[config.mk]
export PLATFORM = sky130hd
export DESIGN_NAME = cdb_arbiter_flat
export DESIGN_NICKNAME = d
export VERILOG_FILES = /design/src/rtl/cdb_arbiter_if.sv /design/src/rtl/cdb_arbiter.sv /design/src/flat_wrapper.sv
export SDC_FILE = /design/constraint.sdc
export NUM_CORES = 1
export LEC_CHECK = 0
export ABC_AREA = 0
export CAP_MARGIN = 20
export CELL_PAD_IN_SITES_DETAIL_PLACEMENT = 1
export CELL_PAD_IN_SITES_GLOBAL_PLACEMENT = 1
export CORE_MARGIN = 2
export CORE_UTILIZATION = 30
export DETAILED_ROUTE_END_ITERATION = 7
export HOLD_SLACK_MARGIN = 0.02
export PLACE_DENSITY = 0.54
export SETUP_SLACK_MARGIN = 0.3
export SYNTH_ARGS = -nofsm -noshare
export SYNTH_HDL_FRONTEND = slang
export SYNTH_SLANG_ARGS = --single-unit
[constraint.sdc]
create_clock -name clk -period 8.4 [get_ports clk]
set_input_delay 1.26 -clock clk [delete_from_list [all_inputs] [get_ports clk]]
set_output_delay 1.26 -clock clk [all_outputs]
set_load 0.01 [all_outputs]
[src/rtl/cdb_arbiter_if.sv]
// Bundle between the functional units / branch unit and the CDB arbiter.
// The arbiter takes the slave view; the producer/consumer side takes master.
interface cdb_arbiter_if #(
    parameter int NUM_FU = 4
);
    logic [NUM_FU-1:0]    fu_valid;
    logic [NUM_FU-1:0]    fu_ready;
    logic [64*NUM_FU-1:0] fu_result;
    logic [5*NUM_FU-1:0]  fu_dest;
    logic [32*NUM_FU-1:0] fu_iss_id;
    logic [NUM_FU-1:0]    fu_spec;
    logic                 prediction_failed;
    logic                 prediction_success;
    logic [63:0]          CDB;
    logic [4:0]           CDB_REG_ID;
    logic [3:0]           CDB_FU_ID;
    logic [31:0]          CDB_ISS_ID;
    logic                 cdb_valid;
    logic                 busy;

    modport master (
        output fu_valid, fu_result, fu_dest, fu_iss_id, fu_spec,
        output prediction_failed, prediction_success,
        input  fu_ready, CDB, CDB_REG_ID, CDB_FU_ID, CDB_ISS_ID, cdb_valid, busy
    );

    modport slave (
        input  fu_valid, fu_result, fu_dest, fu_iss_id, fu_spec,
        input  prediction_failed, prediction_success,
        output fu_ready, CDB, CDB_REG_ID, CDB_FU_ID, CDB_ISS_ID, cdb_valid, busy
    );
endinterface

[src/rtl/cdb_arbiter.sv]
// Result-return stage: per-FU result FIFOs with speculative squash/commit and a
// round-robin picker that registers at most one broadcast per cycle onto the CDB.
module cdb_arbiter #(
    parameter int NUM_FU     = 4,
    parameter int FIFO_DEPTH = 2,
    parameter int FU_ID_BASE = 1
) (
    input  logic         clk,
    input  logic         reset,
    cdb_arbiter_if.slave bus
);
    localparam int PTR_W = $clog2(FIFO_DEPTH);
    localparam int CNT_W = $clog2(FIFO_DEPTH + 1);
    localparam int RR_W  = (NUM_FU > 1) ? $clog2(NUM_FU) : 1;

    logic [NUM_FU-1:0] ready, push, pop, nonempty, scrub, cand, grant_vec;
    logic [NUM_FU-1:0] head_live, head_spec;
    logic [63:0]       head_result [NUM_FU];
    logic [4:0]        head_dest   [NUM_FU];
    logic [31:0]       head_iss    [NUM_FU];

    logic              squash, commit;
    logic              grant_any;
    logic [RR_W-1:0]   grant_idx;
    logic [RR_W-1:0]   rr_ptr_q, rr_ptr_d;
    int                scan_idx;

    logic [63:0]       cdb_q, cdb_d;
    logic [4:0]        reg_id_q, reg_id_d;
    logic [3:0]        fu_id_q, fu_id_d;
    logic [31:0]       iss_q, iss_d;
    logic              cdb_valid;

    // A failed prediction wins over a simultaneous success.
    assign squash = bus.prediction_failed;
    assign commit = bus.prediction_success && !bus.prediction_failed;

    for (genvar gi = 0; gi < NUM_FU; gi++) begin : g_fu
        logic [63:0]           result_q [FIFO_DEPTH];
        logic [4:0]            dest_q   [FIFO_DEPTH];
        logic [31:0]           iss_id_q [FIFO_DEPTH];
        logic [FIFO_DEPTH-1:0] spec_q, spec_d, live_q, live_d;
        logic [PTR_W-1:0]      wr_ptr_q, wr_ptr_d, rd_ptr_q, rd_ptr_d;
        logic [CNT_W-1:0]      count_q, count_d;
        logic [4:0]            in_dest;
        logic                  in_spec;

        assign in_dest          = bus.fu_dest[5*gi +: 5];
        assign in_spec          = bus.fu_spec[gi];
        assign ready[gi]        = (count_q < CNT_W'(FIFO_DEPTH));
        assign push[gi]         = bus.fu_valid[gi] && ready[gi];
        assign nonempty[gi]     = (count_q != '0);
        assign head_live[gi]    = live_q[rd_ptr_q];
        assign head_spec[gi]    = spec_q[rd_ptr_q];
        assign head_result[gi]  = result_q[rd_ptr_q];
        assign head_dest[gi]    = dest_q[rd_ptr_q];
        assign head_iss[gi]     = iss_id_q[rd_ptr_q];

        assign wr_ptr_d = push[gi] ? wr_ptr_q + 1'b1 : wr_ptr_q;
        assign rd_ptr_d = pop[gi]  ? rd_ptr_q + 1'b1 : rd_ptr_q;

        always_comb begin
            case ({push[gi], pop[gi]})
                2'b10:   count_d = count_q + 1'b1;
                2'b01:   count_d = count_q - 1'b1;
                default: count_d = count_q;
            endcase
        end

        // Branch resolution touches every entry; a same-cycle write sees it too.
        always_comb begin
            spec_d = spec_q;
            live_d = live_q;
            if (squash) begin
                live_d = live_q & ~spec_q;
            end else if (commit) begin
                spec_d = '0;
            end
            if (push[gi]) begin
                spec_d[wr_ptr_q] = in_spec && !commit;
                live_d[wr_ptr_q] = (in_dest != 5'd0) && !(in_spec && squash);
            end
        end

        always_ff @(posedge clk or posedge reset) begin
            if (reset) begin
                count_q  <= '0;
                wr_ptr_q <= '0;
                rd_ptr_q <= '0;
                spec_q   <= '0;
                live_q   <= '0;
            end else begin
                count_q  <= count_d;
                wr_ptr_q <= wr_ptr_d;
                rd_ptr_q <= rd_ptr_d;
                spec_q   <= spec_d;
                live_q   <= live_d;
            end
        end

        always_ff @(posedge clk) begin
            if (push[gi]) begin
                result_q[wr_ptr_q] <= bus.fu_result[64*gi +: 64];
                dest_q[wr_ptr_q]   <= in_dest;
                iss_id_q[wr_ptr_q] <= bus.fu_iss_id[32*gi +: 32];
            end
        end
    end

    // Dead heads leave without a CDB slot; spec heads sit out a squash cycle.
    assign scrub = nonempty & ~head_live;
    assign cand  = nonempty & head_live & ~(head_spec & {NUM_FU{squash}});
    assign pop   = scrub | grant_vec;

    always_comb begin
        grant_any = 1'b0;
        grant_idx = '0;
        grant_vec = '0;
        scan_idx  = 0;
        for (int off = 0; off < NUM_FU; off++) begin
            scan_idx = int'(rr_ptr_q) + off;
            if (scan_idx >= NUM_FU) scan_idx = scan_idx - NUM_FU;
            if (!grant_any && cand[RR_W'(scan_idx)]) begin
                grant_any = 1'b1;
                grant_idx = RR_W'(scan_idx);
            end
        end
        if (grant_any) grant_vec[grant_idx] = 1'b1;
    end

    assign rr_ptr_d = !grant_any ? rr_ptr_q :
                      (grant_idx == RR_W'(NUM_FU - 1)) ? '0 : grant_idx + 1'b1;

    always_comb begin
        cdb_d    = '0;
        reg_id_d = '0;
        fu_id_d  = '0;
        iss_d    = '0;
        if (grant_any) begin
            cdb_d    = head_result[grant_idx];
            reg_id_d = head_dest[grant_idx];
            fu_id_d  = 4'(FU_ID_BASE + int'(grant_idx));
            iss_d    = head_iss[grant_idx];
        end
    end

    always_ff @(posedge clk or posedge reset) begin
        if (reset) begin
            rr_ptr_q <= '0;
            cdb_q    <= '0;
            reg_id_q <= '0;
            fu_id_q  <= '0;
            iss_q    <= '0;
        end else begin
            rr_ptr_q <= rr_ptr_d;
            cdb_q    <= cdb_d;
            reg_id_q <= reg_id_d;
            fu_id_q  <= fu_id_d;
            iss_q    <= iss_d;
        end
    end

    assign cdb_valid      = (reg_id_q != 5'd0);
    assign bus.fu_ready   = ready;
    assign bus.CDB        = cdb_q;
    assign bus.CDB_REG_ID = reg_id_q;
    assign bus.CDB_FU_ID  = fu_id_q;
    assign bus.CDB_ISS_ID = iss_q;
    assign bus.cdb_valid  = cdb_valid;
    assign bus.busy       = (|nonempty) || cdb_valid;
endmodule

[src/flat_wrapper.sv]
// flat-port wrapper written by rule: the top's interface ports become plain ports
module cdb_arbiter_flat 
#(
    parameter int NUM_FU     = 4,
    parameter int FIFO_DEPTH = 2,
    parameter int FU_ID_BASE = 1
)
  (clk, reset, bus_fu_valid, bus_fu_result, bus_fu_dest, bus_fu_iss_id, bus_fu_spec, bus_prediction_failed, bus_prediction_success, bus_fu_ready, bus_CDB, bus_CDB_REG_ID, bus_CDB_FU_ID, bus_CDB_ISS_ID, bus_cdb_valid, bus_busy);
  cdb_arbiter_if #(.NUM_FU(NUM_FU)) bus_i ();
  input  logic clk;
  input  logic reset;
  input wire logic [$bits(bus_i.fu_valid)-1:0] bus_fu_valid;
  input wire logic [$bits(bus_i.fu_result)-1:0] bus_fu_result;
  input wire logic [$bits(bus_i.fu_dest)-1:0] bus_fu_dest;
  input wire logic [$bits(bus_i.fu_iss_id)-1:0] bus_fu_iss_id;
  input wire logic [$bits(bus_i.fu_spec)-1:0] bus_fu_spec;
  input wire logic [$bits(bus_i.prediction_failed)-1:0] bus_prediction_failed;
  input wire logic [$bits(bus_i.prediction_success)-1:0] bus_prediction_success;
  output wire logic [$bits(bus_i.fu_ready)-1:0] bus_fu_ready;
  output wire logic [$bits(bus_i.CDB)-1:0] bus_CDB;
  output wire logic [$bits(bus_i.CDB_REG_ID)-1:0] bus_CDB_REG_ID;
  output wire logic [$bits(bus_i.CDB_FU_ID)-1:0] bus_CDB_FU_ID;
  output wire logic [$bits(bus_i.CDB_ISS_ID)-1:0] bus_CDB_ISS_ID;
  output wire logic [$bits(bus_i.cdb_valid)-1:0] bus_cdb_valid;
  output wire logic [$bits(bus_i.busy)-1:0] bus_busy;
  assign bus_i.fu_valid = bus_fu_valid;
  assign bus_i.fu_result = bus_fu_result;
  assign bus_i.fu_dest = bus_fu_dest;
  assign bus_i.fu_iss_id = bus_fu_iss_id;
  assign bus_i.fu_spec = bus_fu_spec;
  assign bus_i.prediction_failed = bus_prediction_failed;
  assign bus_i.prediction_success = bus_prediction_success;
  assign bus_fu_ready = bus_i.fu_ready;
  assign bus_CDB = bus_i.CDB;
  assign bus_CDB_REG_ID = bus_i.CDB_REG_ID;
  assign bus_CDB_FU_ID = bus_i.CDB_FU_ID;
  assign bus_CDB_ISS_ID = bus_i.CDB_ISS_ID;
  assign bus_cdb_valid = bus_i.cdb_valid;
  assign bus_busy = bus_i.busy;
  cdb_arbiter #(.NUM_FU(NUM_FU), .FIFO_DEPTH(FIFO_DEPTH), .FU_ID_BASE(FU_ID_BASE)) u_core (.clk(clk), .reset(reset), .bus(bus_i));
endmodule
==> flow_summary.yaml, run 1 <==
power:
  internal-power_w: 0.0120
  leakage_nw: 16.6
  p_seq_frac: 0.364
  cellPowerDensity_nw_per_um2: 413
  netSwitchingFraction: 0.372
  p_switching_w: 0.00711
  clkPwrFrac: 0.245
  peakVddDrop_mv: 0.483
  p_comb_frac: 0.391
critical_path:
  arrival_ns: 5.23
  reg2reg_depth: 8
  critPathMaxStageDelay_ns: 0.86
  path_cells: "clkdlybuf4s50_1 > nand2_1 > a32oi_1 > nor2_1 > o221ai_1 > nor2_4 > buf_4 > a211oi_1 > a311oi_1"
  end_kind: "register"
  crit_slowest_cell: "nor2_4"
  crit_fanout: 33
  cp-startpoint: "bus_prediction_failed"
  path_class: "in -> reg"
  worstSetupStartpointType: "primary input"
  timing.rr.end: "u_core.bus.CDB_ISS_ID[16]"
  required_ns: 8.98
  crit_buf_inv: 2
  reg2reg_slack_ns: 3.85
  crit_family: "simple AND/OR/NAND/NOR gates"
  regToRegStartpoint: "u_core.g_fu[0].rd_ptr_q"
global_route:
  gr-total-overflow: 0
  grt_pass1_wl_mm: 163
  antenna_found_initial: 53
  grt_max_degree: 92
  grt_pass1_vias: 22448
  gr-usage-all-layers: 0.187
cts:
  cts_tree: "yes"
  hold_buffers: 0
  root_buffer: "clkbuf_16"
  htreeDepth: 3
  cts_sinks: 946
  worst_setup_hold_path_clk_slew_ns: 0.06
  post_cts_buffers: 0
  cts_resized: 0
  clock_latency_ns: 0.69
  tritoncts.num_buffers: 107
  clock_path_buffers: 3
timing:
  setup_viol: 0
  fin_setup_tns_ns: 0
  slew_violations: 0
  rsz0062_at_grt: "no"
  final.period_utilization: 0.555
  fin_crit_ns: 4.66
  fin_worst_skew_ns: 0.0276
  maxSlewHeadroom: 0.237
  worst_pin_slew_ns: 1.14
  max_freq_mhz: 215
  finalHoldViolCount: 0
worst_hold_path:
  whs_endpoint: "u_core.g_fu[3].count_q[0]"
  hold_depth: 1
  hold_class: "reg -> reg"
  hold_start: "u_core.g_fu[3].count_q[0]"
logic_synthesis:
  yosysSeqAreaShare: 0.777
  netlist_instances: 2003
  avgSynthCellArea_um2: 17.8
  synth_ff_type: "edfxtp_1"
  yosys_warnings: 0
  synth_fp_nets: 2423
  synth_edf_count: 808
  ys_ff_latch: 946
  netlist_area_um2: 35700
  synth_cell_types: 51
  async_reset_ff_frac: 0.146
final_layout:
  fin_nets: 2977
  fillers: 11645
  utilization: 0.392
  stdcell_count: 4207
  final_cell_mix: "edfxtp_1, clkdlybuf4s50_1, mux2i_1"
  final_common_cell: "edfxtp_1"
  layout-drive-gt1-share: 0.0880
  areaGrowthSynthToFinish_pct: 29.8
floorplanning:
  dieArea_um2: 122000
  core-area_um2: 118000
  die_h_um: 349
  die_w_um: 349
  rows: 126
  io_pins: 527
  start_util: 0.302
status:
  status: "finished, final reports clean"
routing:
  dr_total_vias: 20408
  wl_mm: 115
  wl_per_cell_um: 27.4
  dr.first_iter.drc_count: 1323
  final_antenna_net_count: 0
  drc: 0
  drt_first_pass_iters: 6
  via_per_inst: 4.85
placed_design:
  port_buffers: 525
  placed_cells: 3984
  dpl.hpwl_mm: 74.4
  gp_congestion: 0.795
flow_run:
  maxCapViolations: 0
metal layers:
metal,GRT usage,vias up,share of wire
met1,0.232,10537,0.42
met2,0.308,575,0.49
met3,0.0544,204,0.063
met5,0,-,0.0034
li1,-,9032,-
met4,0.0698,60,0.027
logic make-up after synthesis:
kind of cell | share of synthesized area
other | 0.000105
AND/OR/NAND/NOR | 0.0301
buffers and inverters | 0.0151
XOR/XNOR | 0.00393
multiplexers | 0.117
adder cells (fa/ha/maj) | 0.00140
AO/OA/AOI/OAI | 0.0558
flip-flops | 0.777
worst max-delay path by stage:
stage	to	slack (ns)	cells after the start
2_1_floorplan	u_core.g_fu[3].live_q[0]	1.51	4
3_3_place_gp	u_core.bus.CDB_ISS_ID[8]	3.25	9
3_5_place_dp	u_core.bus.CDB_ISS_ID[16]	3.09	9
4_1_cts	u_core.bus.CDB_ISS_ID[16]	3.76	8
5_1_grt	u_core.g_fu[2].rd_ptr_q	3.58	9
6_report	u_core.g_fu[2].rd_ptr_q	3.74	9
area by class of cell:
cell class	instances	area [µm²]	share of cell area
Inverter	9	41.3	0.000891
Tap cell	1536	1920	0.0415
Antenna cell	22	55.1	0.00119
Clock buffer	156	2990	0.0646
Clock inverter	45	534	0.0115
Timing Repair Buffer	560	5530	0.119
Multi-Input combinational cell	933	7520	0.162
Sequential cell	946	27700	0.599
cells in the mapped netlist, types with 4 or more instances:
cell type | count | share of area
o221ai_1 | 91 | 0.022
a31o_2 | 6 | 0.0015
nor3_1 | 4 | 0.00056
a221oi_1 | 7 | 0.0017
dfrtp_1 | 138 | 0.097
ha_1 | 4 | 0.0014
clkbuf_1 | 81 | 0.0085
edfxtp_1 | 808 | 0.68
o21ai_0 | 8 | 0.0011
buf_2 | 26 | 0.0036
nand2_1 | 136 | 0.014
nand3_1 | 46 | 0.0065
a211o_1 | 4 | 0.00098
nor2b_1 | 10 | 0.0018
o21a_1 | 45 | 0.0095
inv_1 | 9 | 0.00095
or4_1 | 4 | 0.00084
mux2i_1 | 407 | 0.11
nor2_1 | 37 | 0.0039
and3_1 | 5 | 0.00088
a31o_1 | 6 | 0.0015
buf_6 | 4 | 0.0013
mux2_2 | 7 | 0.0022
o22ai_1 | 56 | 0.0098
a32oi_1 | 4 | 0.00098
xnor2_1 | 16 | 0.0039
worst register-to-register path: cells and delay by family, from the launching register on:
| kind | cells | cell delay (ns) |
|---|---|---|
| buf+inv | 2 | 1.51 |
| compound gates | 4 | 1.29 |
| flops | 1 | 0.78 |
| simple gates | 2 | 0.89 |
power groups by stage:
stage	logic, W	registers, W	clock network (W)
final	0.00748	0.00696	0.00468
after global routing	0.00814	0.00705	0.00497
after CTS	0.00766	0.00697	0.00480
after detailed placement	0.00763	0.00705	0
after global placement	0.00743	0.00702	0
after floorplan	0.00464	0.00695	0
sequential cells by signal (all words and copies together) (netlist names):
name	flops
u_core.bus.CDB	64
u_core.bus.CDB_FU_ID	3
u_core.bus.CDB_ISS_ID	32
u_core.bus.CDB_REG_ID	5
u_core.g_fu.count_q	8
u_core.g_fu.dest_q	40
u_core.g_fu.iss_id_q	256
u_core.g_fu.live_q	8
u_core.g_fu.rd_ptr_q	4
u_core.g_fu.result_q	512
u_core.g_fu.spec_q	8
u_core.g_fu.wr_ptr_q	4
u_core.rr_ptr_q	2
stage by stage:
stage	area [µm²]	power [W]	hold WS, ns	worst slack (ns)
after CTS	46300	0.0194	0.524	3.76
after floorplan	35700	0.0116	0.460	1.51
after global routing	46300	0.0202	0.553	3.58
final	46300	0.0191	0.527	3.74
after detailed placement	42700	0.0147	0.510	3.09
after global placement	42700	0.0144	0.502	3.25
(Power assumes the default switching activity.)
==> run 2, diff against run 1 <==
==> constraint.sdc (replaced) <==
create_clock -name clk -period 4.5 [get_ports clk]
set_input_delay 0.675 -clock clk [delete_from_list [all_inputs] [get_ports clk]]
set_output_delay 0.675 -clock clk [all_outputs]
set_load 0.01 [all_outputs]
==> run 2 against run 1 <==
Non-clock buffer count grew 8. Register-to-register slack worse by 2.9 ns. Clock skew rose by 0.0069 ns. Flip-flop and latch count stayed put. Routed wire length fell by 1.6%. Die area is the same. Sequential power increased by 85%. Combinational power is 90% higher. Core utilization is 0.084 points higher. Power up 87%. Sequential share of layout area down 0.13 points. Global-route usage fell by 0.36 points. Critical path type is now reg -> out.
==> flow_summary.yaml, run 2 (synthesis results as in run 1) <==
placed_design:
  dpl.hpwl_mm: 72.5
  port_buffers: 525
  gp_congestion: 0.789
  placed_cells: 3992
floorplanning:
  die_w_um: 349
  dieArea_um2: 122000
  rows: 126
  io_pins: 527
  start_util: 0.302
  die_h_um: 349
  core-area_um2: 118000
critical_path:
  reg2reg_slack_ns: 0.99
  crit_fanout: 10
  arrival_ns: 2.98
  path_class: "reg -> out"
  reg2reg_depth: 7
  worstSetupStartpointType: "register"
  timing.rr.end: "u_core.bus.CDB[8]"
  end_kind: "output port"
  regToRegStartpoint: "u_core.g_fu[2].rd_ptr_q"
  required_ns: 3.83
final_layout:
  areaGrowthSynthToFinish_pct: 30.1
  final_common_cell: "edfxtp_1"
  utilization: 0.393
  stdcell_count: 4206
  final_cell_mix: "edfxtp_1, clkdlybuf4s50_1, mux2i_1"
  largest_reg_flops: 512
  top_register: "u_core.g_fu.result_q"
  fin_nets: 2984
  layout-drive-gt1-share: 0.0933
routing:
  via_per_inst: 4.85
  final_antenna_net_count: 0
  drt_first_pass_iters: 4
  dr_total_vias: 20400
  drc: 0
  wl_mm: 114
  dr.first_iter.drc_count: 1239
  wl_per_cell_um: 27.0
cts:
  post_cts_buffers: 0
  htreeDepth: 3
  root_buffer: "clkbuf_16"
  hold_buffers: 0
  clock_path_buffers: 3
  cts_tree: "yes"
  cts_sinks: 946
  clock_latency_ns: 0.69
  worst_setup_hold_path_clk_slew_ns: 0.06
  cts_resized: 0
  tritoncts.num_buffers: 106
global_route:
  grt_pass1_vias: 22316
  gr-usage-all-layers: 0.183
  antenna_found_initial: 36
  gr-total-overflow: 0
  grt_pass1_wl_mm: 161
  grt_max_degree: 139
timing:
  maxSlewHeadroom: 0.280
  fin_worst_skew_ns: 0.0344
  fin_setup_tns_ns: 0
  rsz0062_at_grt: "no"
  max_freq_mhz: 274
  finalHoldViolCount: 0
  whs_ns: 0.519
  worst_pin_slew_ns: 1.08
  final.period_utilization: 0.811
  setup_viol: 0
  slew_violations: 0
  fin_crit_ns: 3.65
status:
  status: "finished, final reports clean"
worst_hold_path:
  hold_class: "reg -> reg"
  hold_depth: 1
  whs_endpoint: "u_core.g_fu[3].count_q[0]"
  hold_start: "u_core.g_fu[3].count_q[0]"
power:
  power_w: 0.0357
  cellPowerDensity_nw_per_um2: 768
  peakVddDrop_mv: 1.20
  leakage_nw: 16.7
flow_run:
  maxCapViolations: 0
-- run 2: area by class of cell --
type                    instances  area (µm²)
flip-flops and latches        946       27700
inverters                       9        37.5
fillers                     11673       71700
diodes                         13        32.5
well taps                    1536        1920
multi-input cells             933        7520
clock inverters                66         591
repair buffers                568        5730
clock buffers                 135        2860
-- run 2: per-stage QoR --
stage	area [µm²]	worst slack (ns)
after floorplan	35700	1.34
after global placement	42900	0.628
after detailed placement	42900	0.418
after CTS	46400	0.862
after global routing	46400	0.742
final	46400	0.849
-- run 2: how the worst max path moves through the flow --
| stage | startpoint | slack, ns | endpoint |
|---|---|---|---|
| after floorplan | bus_fu_valid[3] | 1.34 | u_core.g_fu[3].live_q[0] |
| after global placement | bus_prediction_failed | 0.63 | u_core.bus.CDB[6] |
| after detailed placement | bus_prediction_failed | 0.42 | u_core.bus.CDB[17] |
| after CTS | u_core.g_fu[0].count_q[0] | 0.86 | bus_busy |
| after global routing | u_core.g_fu[0].count_q[0] | 0.74 | bus_busy |
| final | u_core.g_fu[0].count_q[0] | 0.85 | bus_busy |
-- run 2: report_power, final --
group	leakage, nW	switching [W]	total [W]	internal (W)
registers	9.09	0.000984	0.0129	0.0119
clock network	1.69	0.00359	0.00851	0.00492
logic	5.91	0.00869	0.0142	0.00554
-- run 2: critical path: stages (launching register included) --
cell and delay, ns:
dfrtp_1 0.43, nor2_1 0.56, nand4_1 0.42, or2_2 0.39
clkdlybuf4s50_1 0.48
-- run 2: layer usage --
| layer | wire, µm | vias up | global-route usage |
|---|---|---|---|
| met2 | 57100 | 532 | 0.318 |
| li1 | - | 9040 | - |
| met4 | 2580 | 46 | 0.0545 |
| met5 | 333 | - | 0 |
| met3 | 5890 | 177 | 0.0402 |
| met1 | 47600 | 10605 | 0.227 |
